### config.mk
export PLATFORM = sky130hd
export DESIGN_NAME = ram_loader
export DESIGN_NICKNAME = d
export VERILOG_FILES = /design/src/rtl/ram_loader_pkg.sv /design/src/rtl/ram_loader.sv
export SDC_FILE = /design/constraint.sdc
export NUM_CORES = 1
export LEC_CHECK = 0
export CAP_MARGIN = 20
export CORE_MARGIN = 2
export CORE_UTILIZATION = 42
export DETAILED_ROUTE_END_ITERATION = 6
export GPL_TIMING_DRIVEN = 0
export PLACE_DENSITY_LB_ADDON = 0.15
export SLEW_MARGIN = 20
export SYNTH_ARGS = -nofsm -noshare
export SYNTH_HDL_FRONTEND = slang
export SYNTH_SLANG_ARGS = --single-unit
### constraint.sdc
create_clock -name CLK -period 1.7 [get_ports CLK]
set_input_delay 0.34 -clock CLK [delete_from_list [all_inputs] [get_ports CLK]]
set_output_delay 0.34 -clock CLK [all_outputs]
set_load 0.005 [all_outputs]
### src/rtl/ram_loader_pkg.sv
// Shared RAM bus geometry and loader state encoding, used by the loader,
// the RAM and the CPU bus mux.
package ram_loader_pkg;

    localparam int RAM_ADDR_W = 4;
    localparam int RAM_DATA_W = 8;
    localparam int RAM_DEPTH  = 16;

    typedef enum logic [2:0] {
        IDLE    = 3'd0,
        LD_WAIT = 3'd1,
        LD_WR   = 3'd2,
        DP_RD   = 3'd3,
        DP_OUT  = 3'd4
    } loader_state_t;

endpackage

### src/rtl/ram_loader.sv
// RAM bus initiator: loads DEPTH bytes from a valid/ready stream into RAM,
// or dumps RAM contents out over a valid/ready stream.
//
//   state   | meaning
//   --------+------------------------------------------------------------
//   IDLE    | bus released, waiting for START_LOAD / START_DUMP
//   LD_WAIT | IN_READY high, waiting for the next input byte
//   LD_WR   | RAM_RI high, byte written to RAM at the end of this cycle
//   DP_RD   | RAM addressed for read, data captured into OUT_DATA
//   DP_OUT  | OUT_VALID high, OUT_DATA held until the consumer takes it
module ram_loader
    import ram_loader_pkg::*;
#(
    parameter int ADDR_W = RAM_ADDR_W,
    parameter int DATA_W = RAM_DATA_W,
    parameter int DEPTH  = RAM_DEPTH
) (
    input  logic              CLK,
    input  logic              RESETn,
    input  logic              START_LOAD,
    input  logic              START_DUMP,
    input  logic [DATA_W-1:0] IN_DATA,
    input  logic              IN_VALID,
    output logic              IN_READY,
    output logic [DATA_W-1:0] OUT_DATA,
    output logic              OUT_VALID,
    input  logic              OUT_READY,
    output logic [ADDR_W-1:0] RAM_ADDR,
    output logic [DATA_W-1:0] RAM_DIN,
    output logic              RAM_RI,
    input  logic [DATA_W-1:0] RAM_DOUT,
    output logic              BUSY,
    output logic              DONE
);

    localparam logic [ADDR_W-1:0] LAST_ADDR = ADDR_W'(DEPTH - 1);

    loader_state_t     state,    state_nxt;
    logic [ADDR_W-1:0] addr,     addr_nxt;
    logic [DATA_W-1:0] data_reg, data_nxt;
    logic [DATA_W-1:0] out_reg,  out_nxt;
    logic              done_reg, done_nxt;

    always_ff @(posedge CLK or negedge RESETn) begin
        if (!RESETn) begin
            state    <= IDLE;
            addr     <= '0;
            data_reg <= '0;
            out_reg  <= '0;
            done_reg <= 1'b0;
        end else begin
            state    <= state_nxt;
            addr     <= addr_nxt;
            data_reg <= data_nxt;
            out_reg  <= out_nxt;
            done_reg <= done_nxt;
        end
    end

    always_comb begin
        state_nxt = state;
        addr_nxt  = addr;
        data_nxt  = data_reg;
        out_nxt   = out_reg;
        done_nxt  = 1'b0;

        unique case (state)
            IDLE: begin
                if (START_LOAD) begin
                    state_nxt = LD_WAIT;
                    addr_nxt  = '0;
                end else if (START_DUMP) begin
                    state_nxt = DP_RD;
                    addr_nxt  = '0;
                end
            end

            LD_WAIT: begin
                if (IN_VALID) begin
                    data_nxt  = IN_DATA;
                    state_nxt = LD_WR;
                end
            end

            LD_WR: begin
                if (addr == LAST_ADDR) begin
                    state_nxt = IDLE;
                    done_nxt  = 1'b1;
                end else begin
                    addr_nxt  = addr + 1'b1;
                    state_nxt = LD_WAIT;
                end
            end

            DP_RD: begin
                out_nxt   = RAM_DOUT;
                state_nxt = DP_OUT;
            end

            DP_OUT: begin
                if (OUT_READY) begin
                    if (addr == LAST_ADDR) begin
                        state_nxt = IDLE;
                        done_nxt  = 1'b1;
                    end else begin
                        addr_nxt  = addr + 1'b1;
                        state_nxt = DP_RD;
                    end
                end
            end

            default: state_nxt = IDLE;
        endcase
    end

    // Every output is a pure decode of registered state, so none has a
    // combinational path from an input.
    assign IN_READY  = (state == LD_WAIT);
    assign OUT_VALID = (state == DP_OUT);
    assign RAM_RI    = (state == LD_WR);
    assign BUSY      = (state != IDLE);
    assign DONE      = done_reg;
    assign RAM_ADDR  = addr;
    assign RAM_DIN   = data_reg;
    assign OUT_DATA  = out_reg;

endmodule
### Yosys cells after proc, flatten, opt, wreduce, memory -nomap -nowiden

Index checks and enable logic that the tools add are counted.

| word-level totals | value |
|---|---|
| word-level logic and storage cells | 35 |
| bits of input ports | 22 |
| output and inout port bits | 25 |
| register bits after elaboration | 24 |

| operators by class | value |
|---|---|
| reductions and logical operators | 6 |
| multiplexer cells | 15 |
| add/subtract/negate cells | 1 |
| equal/unequal tests | 8 |

Operator list:

| kind | count |
|---|---|
| 4-bit 2-to-1 mux | 4 |
| 3-bit case mux with 5 select lines | 1 |
| 3-bit 2-to-1 mux | 4 |
| 4-bit case mux with 3 select lines | 1 |
| 3-bit by 2-bit == test with 1-bit output, second input constant | 2 |
| 3-bit AND reduction | 2 |
| 3-bit nonzero test | 2 |
| 4-bit by 1-bit adder with 4-bit output, second input constant | 1 |
| 4-bit == test, second input constant | 1 |
| 3-bit by 1-bit == test with 1-bit output, second input constant | 1 |
| 3-bit == test, second input constant | 1 |
| 3-bit zero test | 1 |
| 1-bit 2-to-1 mux | 3 |
| 3-bit inequality test, second input constant | 1 |
| 2-bit 2-to-1 mux | 1 |
| 2-bit by 1-bit inequality test with 1-bit output, second input constant | 1 |
| 2-bit inequality test, second input constant | 1 |
| 1-bit case mux with 2 select lines | 1 |
| 2-bit AND reduction | 1 |

### Logic depth before layout (Yosys ltp)

Gate-level depths: netlist (run 1).

| logic depth | value |
|---|---|
| depth after elaboration | 4 |
| mapped depth | 5 |
| depth with buffers taken out | 5 |

### Worst setup path after synthesis (run 1)

No wires, ideal clock.

| timing path | value |
|---|---|
| path kind | register -> register |
| start point | register addr[0] (netlist: RAM_ADDR[0]) |
| end point | register addr[0] (netlist: RAM_ADDR[0]) |
| setup time | 139 ps |
| cell stages (with the launch flop) | 6 |
| data arrival time | 1,366 ps |
| path slack | 194 ps |
| data required time | 1,561 ps |
| buffers on the path | 0 |
| period minus slack after synthesis | 1,506 ps |
| cells stage by stage | dfrtp_1 ha_1 nand3_1 nand2_1 a2111oi_0 nor4_1 |

| on the way | value |
|---|---|
| word-level cells in the longest chain between the ends | 4 |
| elaborated cells on any way between the ends | 5 |
| those cells by class | 1 x add/sub; 1 x eq/ne; 3 x mux |

RTL lines:

| element | RTL line | text |
|---|---|---|
| start: declaration | ram_loader.sv:39 | `logic [ADDR_W-1:0] addr, addr_nxt;` |
| start signal: assignment | ram_loader.sv:53 | `addr <= addr_nxt;` |
| 4-bit by 1-bit adder with 4-bit output / 4-bit == test (equally long branches) | - |  |
| 4-bit 2-to-1 mux (*) | ram_loader.sv:86, ram_loader.sv:102 |  |
| 4-bit 2-to-1 mux | ram_loader.sv:101 | `if (OUT_READY) begin` |
| 4-bit case mux with 3 select lines (*) | ram_loader.sv:67 | `unique case (state)` |

Mark *: on every way between the ends. The rest lies on a longest branch, timed or not. The select of a mux whose other input is x is not followed.
A chain may end at the register's enable or synchronous reset.

### Worst setup path after layout (run 1)

| timing path | value |
|---|---|
| start point | register state[1] |
| end point | output BUSY |

| on the way | value |
|---|---|
| word-level cells in the longest chain between the ends | 1 |

RTL lines:

| element | RTL line | text |
|---|---|---|
| start: declaration | ram_loader.sv:38 | `loader_state_t state, state_nxt;` |
| start signal: assignment | ram_loader.sv:52 | `state <= state_nxt;` |
| 3-bit nonzero test | ram_loader.sv:121 | `assign BUSY = (state != IDLE);` |
| end: declaration | ram_loader.sv:32 | `output logic BUSY,` |

Every way passes these cells.

==> run metrics, run 1 <==
run status complete, but fails checks; failing checks hold timing; total inserted antenna cells 0; LEAKAGE 0.735 nW; CP max FO 8; Clock Skew 0.00201 ns; worst slack, placed -0.110 ns; DR iter-0 viols 9; slowest cell delay on critical path 0.42 ns; vias in the first global route 933; Area contributors post-synth dfrtp_1 (54%), mux2_2 (16%), nor2_1 (2.0%); Synth top cells by count dfrtp_1 (24), mux2_2 (16), nor2_1 (6); Syn. warnings 0; Die H 55.6 um; HPWL after detailed placement 1.73 mm; critical path type flop to primary output; Final #Nets 175; Layout area overhead 54.6%; clock buffer depth 2; I/O Buffers 46; Hold Vio Cnt, Final 24; drt wl/cell 13.4 um; Core Rows 18; largest net degree at the start of global routing 25; Synth cell types 33; CP endpoint kind primary output; core area 2500 um2; pwr/cell area 1770 nW/um2; first-pass GRT wire length 4.15 mm; worst slew pin tran 0.520 ns; period utilization 99.7%; worst-skew pair later-pin latency 0.32 ns; ys async rst share 100%; drt pass-1 iters 4; total power 3.06 mW; register area share after synthesis 53.6%; flops & latches, synth 24; Critical Path RT 1.36 ns; top-count cell post-synth dfrtp_1; clk sink count 24; routability cong. 0.760; initial core utilization 44.8%; Crit path buffers/inverters 2; Antenna Nets Post-Route 0; Setup-failing EPs final 0; Vias per Instance 5.13; # hold bufs at CTS 0; Clock Tree Root clkbuf_4; DR vias 928; number of remaining DRC errors 0; die area 3100 um2; family with the most delay on the worst path flip-flops; Synth top area share 53.6%; RSZ-0062 raised after global routing true; TritonCTS clock tree built; Synth Flop Type dfrtp_1; number of synthesized flops with an enable pin 0; GRT Residual Overflow 0; WL final 2.42 mm; Clock transition at path regs 0.14 ns; All-Layer GR Usage 16.7%; Die X 55.6 um; Max Freq 0.590 GHz; worst hold path type input pin to async pin; Slew Limit Fails 0; crit path launch type flop; Slew HR 65.3%; H-tree depth 1; syn_nets 117; Post-Syn Area 1120 um2; total of max-cap violations 0; initial antenna violation count 0; Tmin final 1.69 ns; Cell Chain, Critical Path buf_6, or3_1, clkbuf_2; CP arrival 1.35 ns; VDD IR max 1090 uV; share of layout cells above drive strength 1 30.5%; final worst setup slack 0.00552 ns; I/O Pins 47; cell accounting for the most synthesized area dfrtp_1; Avg Synthesized Cell Area 11.9 um2; Fillers 184; minimum hold slack -0.0298 ns; CTS Buf Count 3; Syn Inst Count 94; CP max-delay cell dfrtp_1
cells in the final DEF, fill, tap and decap left out, types with 2 or more instances in the layout:
cell type        instances
dfrtp_2                  4
or3_1                    2
a31oi_1                  2
buf_2                    2
mux2_2                  16
inv_1                    5
nand2_1                  4
buf_4                    8
dfrtp_1                 20
clkdlybuf4s50_1         41
clkbuf_2                 2
buf_6                    3
nand2b_1                 3
a21oi_1                  4
nor2_1                   5
clkbuf_4                 3
nand3_1                  2
and2_1                   2
area by class of cell:
type,count,area (um2),area share (%)
clock buffer,4,36.3,2.10
sequential,24,606,35.0
timing repair buffer,53,493,28.5
inverter,5,18.8,1.08
buffer,4,41.3,2.38
tap,30,37.5,2.17
multi-input combinational,61,499,28.8
report_power, final:
group / internal (mW) / switching (mW)
Sequential: 0.854 / 0.187
Combinational: 1.08 / 0.626
Clock: 0.131 / 0.181
state kept, by name (all words and copies together), names as in the netlist:
name / cells
DONE: 1
OUT_DATA: 8
RAM_ADDR: 4
RAM_DIN: 8
state: 3
final timing paths:
check	from	depth (start not counted)	slack, ns	to
worst max-delay path	state[1]	3	0.006	BUSY
worst min-delay path	RESETn	1	-0.03	DONE
worst max register to register	state[2]	6	0.10	RAM_ADDR[1]
worst min register to register	OUT_DATA[3]	1	0.52	OUT_DATA[3]
max in group asynchronous	RESETn	1	1.36	state[2]
min in group CLK	OUT_DATA[3]	1	0.52	OUT_DATA[3]
routing by layer:
layer	track usage [%]	part of all wire, %	vias to the layer above
met5	0	0	-
met4	5.23	0.95	0
met3	4.88	7.3	4
met2	28.7	51	32
met1	20.1	41	445
li1	-	-	447
per-stage QoR:
stage | utilization (%) | setup TNS [ns] | area (um2) | instances
after floorplan | - | 0 | 1120 | 94
after global placement | 64.7 | -0.304 | 1620 | 170
after detailed placement | 64.7 | -0.550 | 1620 | 170
after CTS | 67.9 | -0.100 | 1700 | 178
after global routing | 69.3 | -0.0454 | 1730 | 181
final | 69.3 | 0 | 1730 | 181
cells by family after synthesis:
family,Yosys count,share of synthesized area [%]
flops,24,53.6
compound gates,14,8.83
buf+inv,9,4.47
mux,17,17.0
xor+xnor,1,0.782
simple gates,28,14.2
fa+ha+maj,1,1.12
worst reg2reg max path: cells and delay by family, from the launching register on:
kind	cells	cell delay [ns]
AOI/OAI and AO/OA	1	0.23
buffers and inverters	3	0.47
DFF	1	0.44
and+or+nand+nor	1	0.23
muxes	1	0.17
what timing repair did:
item / 4_1_cts / 5_1_grt
pin swaps: 0 / 1
resized for setup: 15 / 11
setup endpoints to repair: 8 / 9
cloned: 0 / 0
hold endpoints to repair: 0 / 0
setup buffers: 4 / 3
Power figures use the tool's default switching activity.
==> run 2: changes to the inputs <==
SETUP_SLACK_MARGIN = 0.2   (was unset)
SLEW_MARGIN = unset   (was 20)
==> run 2 against run 1 <==
- the run now ends clean
- via count is 14% higher
- count of clock-buffer cells in the layout down 1
- die area unchanged
- critical path depth did not move
- fmax shrank 0.32%
- sequential power fell by 4%
- non-clock buffer count is 20 higher
- global-route usage increased by 3.6 points
- sequential share of layout area shrank 5.1 points
- critical endpoint unchanged
==> run metrics, run 2 (synthesis results as in run 1) <==
drt wl/cell 17.1 um (+28%); Final #Nets 195 (+11%); Finished Cell Area 2020 um2 (+17%); Tmin final 1.70 ns (+0.00536 ns); total inserted antenna cells 0 (unchanged); drt pass-1 iters 4 (unchanged); CP arrival 1.36 ns (about the same); minimum hold slack 0.382 ns (+0.412 ns); vias in the first global route 1,124 (+20%); Antenna Nets Post-Route 0 (unchanged); met1 WL 1.41 mm (+44%); I/O Buffers 46 (unchanged); Clock Tree Root clkbuf_4; Core Rows 18 (unchanged); DP Area 1620 um2 (+0.39%); Max Freq 0.588 GHz (-0.32%); Die X 55.6 um (unchanged); WL final 3.42 mm (+41%); Hold Vio Cnt, Final 0 (-100%); DR vias 1,060 (+14%); initial antenna violation count 0 (unchanged); TritonCTS clock tree built; Clock transition at path regs 0.13 ns (about the same); Die H 55.6 um (unchanged); RSZ-0062 raised after global routing true; worst hold path type input pin to async pin; run status completed; CP max FO 5 (-3); final core utilization 80.8% (+12 points); Layout area overhead 80.4%; core area 2500 um2 (unchanged); post-route setup TNS 0 ns (unchanged); crit path launch type flop; Slew Limit Fails 0 (unchanged); routability cong. 0.761 (+0.20%); worst-skew pair later-pin latency 0.31 ns (about the same); worst slack, placed -0.128 ns (-0.0180 ns); crit path launch state[0]; Fillers 139 (-24%); initial core utilization 44.8% (unchanged); metal2 WL 1.77 mm (+43%); pwr/cell area 1780 nW/um2 (+0.66%); HPWL after detailed placement 1.78 mm (+3.3%); clk sink count 24 (unchanged); H-tree depth 1 (unchanged); VDD IR max 1280 uV (+18%); met3 WL 194 um (+9.6%); worst slew pin tran 0.584 ns (+0.0643 ns); DR top layer met4; DP Cell Count 170 (unchanged); share of layout cells above drive strength 1 43.5% (+13 points); reg2reg path depth 8 (+2); Slew HR 60.9% (-4.4 points); Setup-failing EPs final 0 (unchanged); period utilization 100% (+0.32 points); total of max-cap violations 0 (unchanged); DR iter-0 viols 27 (+18); most common cell after layout, fill and taps aside dfrtp_1; number of remaining DRC errors 0 (unchanged); critical path type flop to primary output; largest net degree at the start of global routing 25 (unchanged); Critical Path RT 1.36 ns (about the same); total power 3.60 mW (+17%); Layout Cells excl Fill 200 (+10%); # hold bufs at CTS 0 (unchanged); die area 3100 um2 (unchanged); All-Layer GR Usage 20.3% (+3.6 points); Clock Skew 0.000733 ns (-0.00127 ns); final worst setup slack 0.000166 ns (-0.00536 ns); GRT Residual Overflow 0 (unchanged); RR Endpoint RAM_ADDR[1]; R2R Path Start state[1]; clock buffer depth 2 (unchanged); CP endpoint kind primary output; LEAKAGE 0.960 nW (+31%); most frequent cells in the layout dfrtp_1 (22), clkdlybuf4s50_1 (21), buf_4 (21), dlygate4sd2_1 (20); Vias per Instance 5.30 (+3.4%); first-pass GRT wire length 5.05 mm (+22%); reg2reg setup slack 0.10 ns (about the same); CTS Buf Count 3 (unchanged); I/O Pins 47 (unchanged)
## run 2: changes by cell type in the layout (fill, tap and decap cells not counted), sizes merged
cell,before,now
buf,13,34
clkbuf,6,3
clkdlybuf4s50,41,21
dlygate4sd2,0,20
dlymetal6s2s,0,1
## run 2: area by class of cell
class / count / area (um2) / share of cell area [%]
repair buffers: 73 / 669 / 33.1
multi-input cells: 61 / 621 / 30.7
flip-flops and latches: 24 / 603 / 29.8
plain buffers: 4 / 48.8 / 2.41
well taps: 30 / 37.5 / 1.86
clock buffers: 3 / 22.5 / 1.11
inverters: 5 / 18.8 / 0.929
## run 2: worst max-delay path, stage by stage, from the launching register on
cell	delay, ns
dfrtp_1	0.42
buf_6	0.14
or3_1	0.37
buf_2	0.13
## run 2: routing by layer
metal	vias up	global-route usage (%)
li1	485	-
met1	533	24.9
met2	38	32.3
met3	4	5.58
met4	0	10.8
met5	-	0
## run 2: report_power, final
group | switching, mW | total, mW | internal [mW]
clock network | 0.167 | 0.250 | 0.0829
logic | 0.966 | 2.35 | 1.38
registers | 0.149 | 0.998 | 0.849
total | 1.28 | 3.60 | 2.31
## run 2: repair_timing
| item | in CTS | in global routing |
|---|---|---|
| resized for setup | 58 | 18 |
| pin swaps | 6 | 6 |
| setup endpoints to repair | 32 | 19 |
| cloned | 1 | 0 |
| setup buffers | 20 | 5 |
## run 2: how the worst max path moves through the flow
stage                        endpoint  slack (ns)  cells after the start
after floorplan           RAM_ADDR[0]        0.24                      5
after global placement    RAM_ADDR[1]       -0.13                      5
after detailed placement  RAM_ADDR[1]       -0.13                      5
after CTS                        BUSY     -0.0007                      3
after global routing             BUSY       -0.04                      3
final                            BUSY      0.0002                      3
==> run 3: changes to the inputs <==
HOLD_SLACK_MARGIN = 0.03   (was unset)
TNS_END_PERCENT = 1   (was unset)
==> run 3 against run 2 <==
- largest power group unchanged
- clock power decreased by 4%
- critical path depth unchanged
- cell count decreased by 8.0%
- core utilization decreased by 7.3 points
- highest routed layer unchanged
- clock skew about the same
- design area decreased by 9.0%
- count of clock-buffer cells in the layout unchanged
==> run metrics, run 3 (synthesis results as in run 1) <==
run status completed; reg2reg setup slack 0.21 ns (+0.11 ns); Finished Cell Area 1840 um2 (-9.0%); RR Endpoint RAM_DIN[5]; initial core utilization 44.8% (unchanged); final core utilization 73.6% (-7.3 points); drt pass-1 iters 4 (unchanged); DP Cell Count 170 (unchanged); TritonCTS clock tree built; final worst setup slack 0.00584 ns (+0.00567 ns); critical path type flop to primary output; LEAKAGE 0.861 nW (-10%); worst-skew pair later-pin latency 0.30 ns (about the same); GRT Residual Overflow 0 (unchanged); Vias per Instance 5.10 (-3.8%); total power 3.09 mW (-14%); drt wl/cell 14.1 um (-17%); post-route setup TNS 0 ns (unchanged); worst hold path type input pin to async pin; CP max FO 4 (-1); first-pass GRT wire length 4.52 mm (-11%); routability cong. 0.761 (unchanged); die area 3100 um2 (unchanged); worst slack, placed -0.128 ns (unchanged); DR vias 938 (-12%); Clock Tree Root clkbuf_4; # hold bufs at CTS 0 (unchanged); core area 2500 um2 (unchanged); Die H 55.6 um (unchanged); CTS Buf Count 3 (unchanged); most frequent cells in the layout dfrtp_1 (22), clkdlybuf4s50_1 (20), dlygate4sd2_1 (20); Setup-failing EPs final 0 (unchanged); Core Rows 18 (unchanged); clock buffer depth 2 (unchanged); crit path launch type flop; Max Freq 0.590 GHz (+0.33%); WL final 2.60 mm (-24%); Layout area overhead 64.2%; Antenna Nets Post-Route 0 (unchanged); number of remaining DRC errors 0 (unchanged); Fillers 176 (+27%); RSZ-0062 raised after global routing true; Final #Nets 179 (-8.2%); total inserted antenna cells 0 (unchanged); H-tree depth 1 (unchanged); most common cell after layout, fill and taps aside dfrtp_1; Die X 55.6 um (unchanged); met1 Use GR 22.7% (-2.2 points); global route hottest layer met2; vias in the first global route 986 (-12%); period utilization 99.7% (-0.33 points); pwr/cell area 1680 nW/um2 (-5.6%); CP arrival 1.35 ns (about the same); Clock transition at path regs 0.12 ns (about the same); Critical Path RT 1.36 ns (about the same); I/O Pins 47 (unchanged); Hold Vio Cnt, Final 0 (unchanged); I/O Buffers 46 (unchanged); minimum hold slack 0.379 ns (-0.00379 ns); Clock Skew 0.00104 ns (+0.000304 ns); Slew HR 63.0% (+2.1 points); met2 Usage GRT 28.9% (-3.4 points); total of max-cap violations 0 (unchanged); DP Area 1620 um2 (unchanged); R2R Path Start state[1]; All-Layer GR Usage 18.1% (-2.2 points); Reg area 603 um2 (unchanged); Slew Limit Fails 0 (unchanged); HPWL after detailed placement 1.78 mm (unchanged); CP endpoint kind primary output; worst slew pin tran 0.553 ns (-0.0318 ns); Tmin final 1.69 ns (-0.00567 ns); initial antenna violation count 0 (unchanged); GRT met3 Usage 5.12% (-0.47 points); area of the multi-input gates 579 um2 (-6.7%); clk sink count 24 (unchanged); largest net degree at the start of global routing 25 (unchanged); Layout Cells excl Fill 184 (-8.0%); reg2reg path depth 5 (-3); DR iter-0 viols 18 (-33%); share of layout cells above drive strength 1 33.1% (-10 points); VDD IR max 1150 uV (-10%)
-- run 3: cell type report --
cell class                      count  area share (%)
Sequential cell                    24            32.8
Multi-Input combinational cell     61            31.5
Timing Repair Buffer               57            28.5
Buffer                              4            2.93
Tap cell                           30            2.04
Clock buffer                        3            1.22
Inverter                            5            1.02
-- run 3: routing by layer --
metal  vias to the layer above  share of wire, %
li1                        455                 -
met1                       451                42
met4                         0              0.92
met5                         -                 0
met3                         2               6.9
met2                        30                50
-- run 3: where the power goes --
part | switching, mW | internal, mW
Sequential | 0.203 | 0.849
Combinational | 0.698 | 1.10
Clock | 0.157 | 0.0826
Total | 1.06 | 2.03
-- run 3: worst max path at each step --
stage | slack (ns) | endpoint | from | depth (start not counted)
4_1_cts | -0.0007 | BUSY | state[0] | 3
5_1_grt | -0.05 | BUSY | state[0] | 3
3_3_place_gp | -0.13 | RAM_ADDR[1] | START_LOAD | 5
2_1_floorplan | 0.24 | RAM_ADDR[0] | RAM_ADDR[0] | 5
3_5_place_dp | -0.13 | RAM_ADDR[1] | START_LOAD | 5
6_report | 0.006 | BUSY | state[0] | 3
-- run 3: repair_timing --
item,4_1_cts,5_1_grt
buffers inserted,7,3
cloned,0,0
hold endpoints to repair,0,0
gates resized for setup,61,7
pin swaps,6,10
endpoints found under the setup margin,32,17
-- run 3: critical path, stage by stage (launching register included) --
cell and delay [ns]:
dfrtp_1 0.41, buf_6 0.13, or3_1 0.37, buf_2 0.14
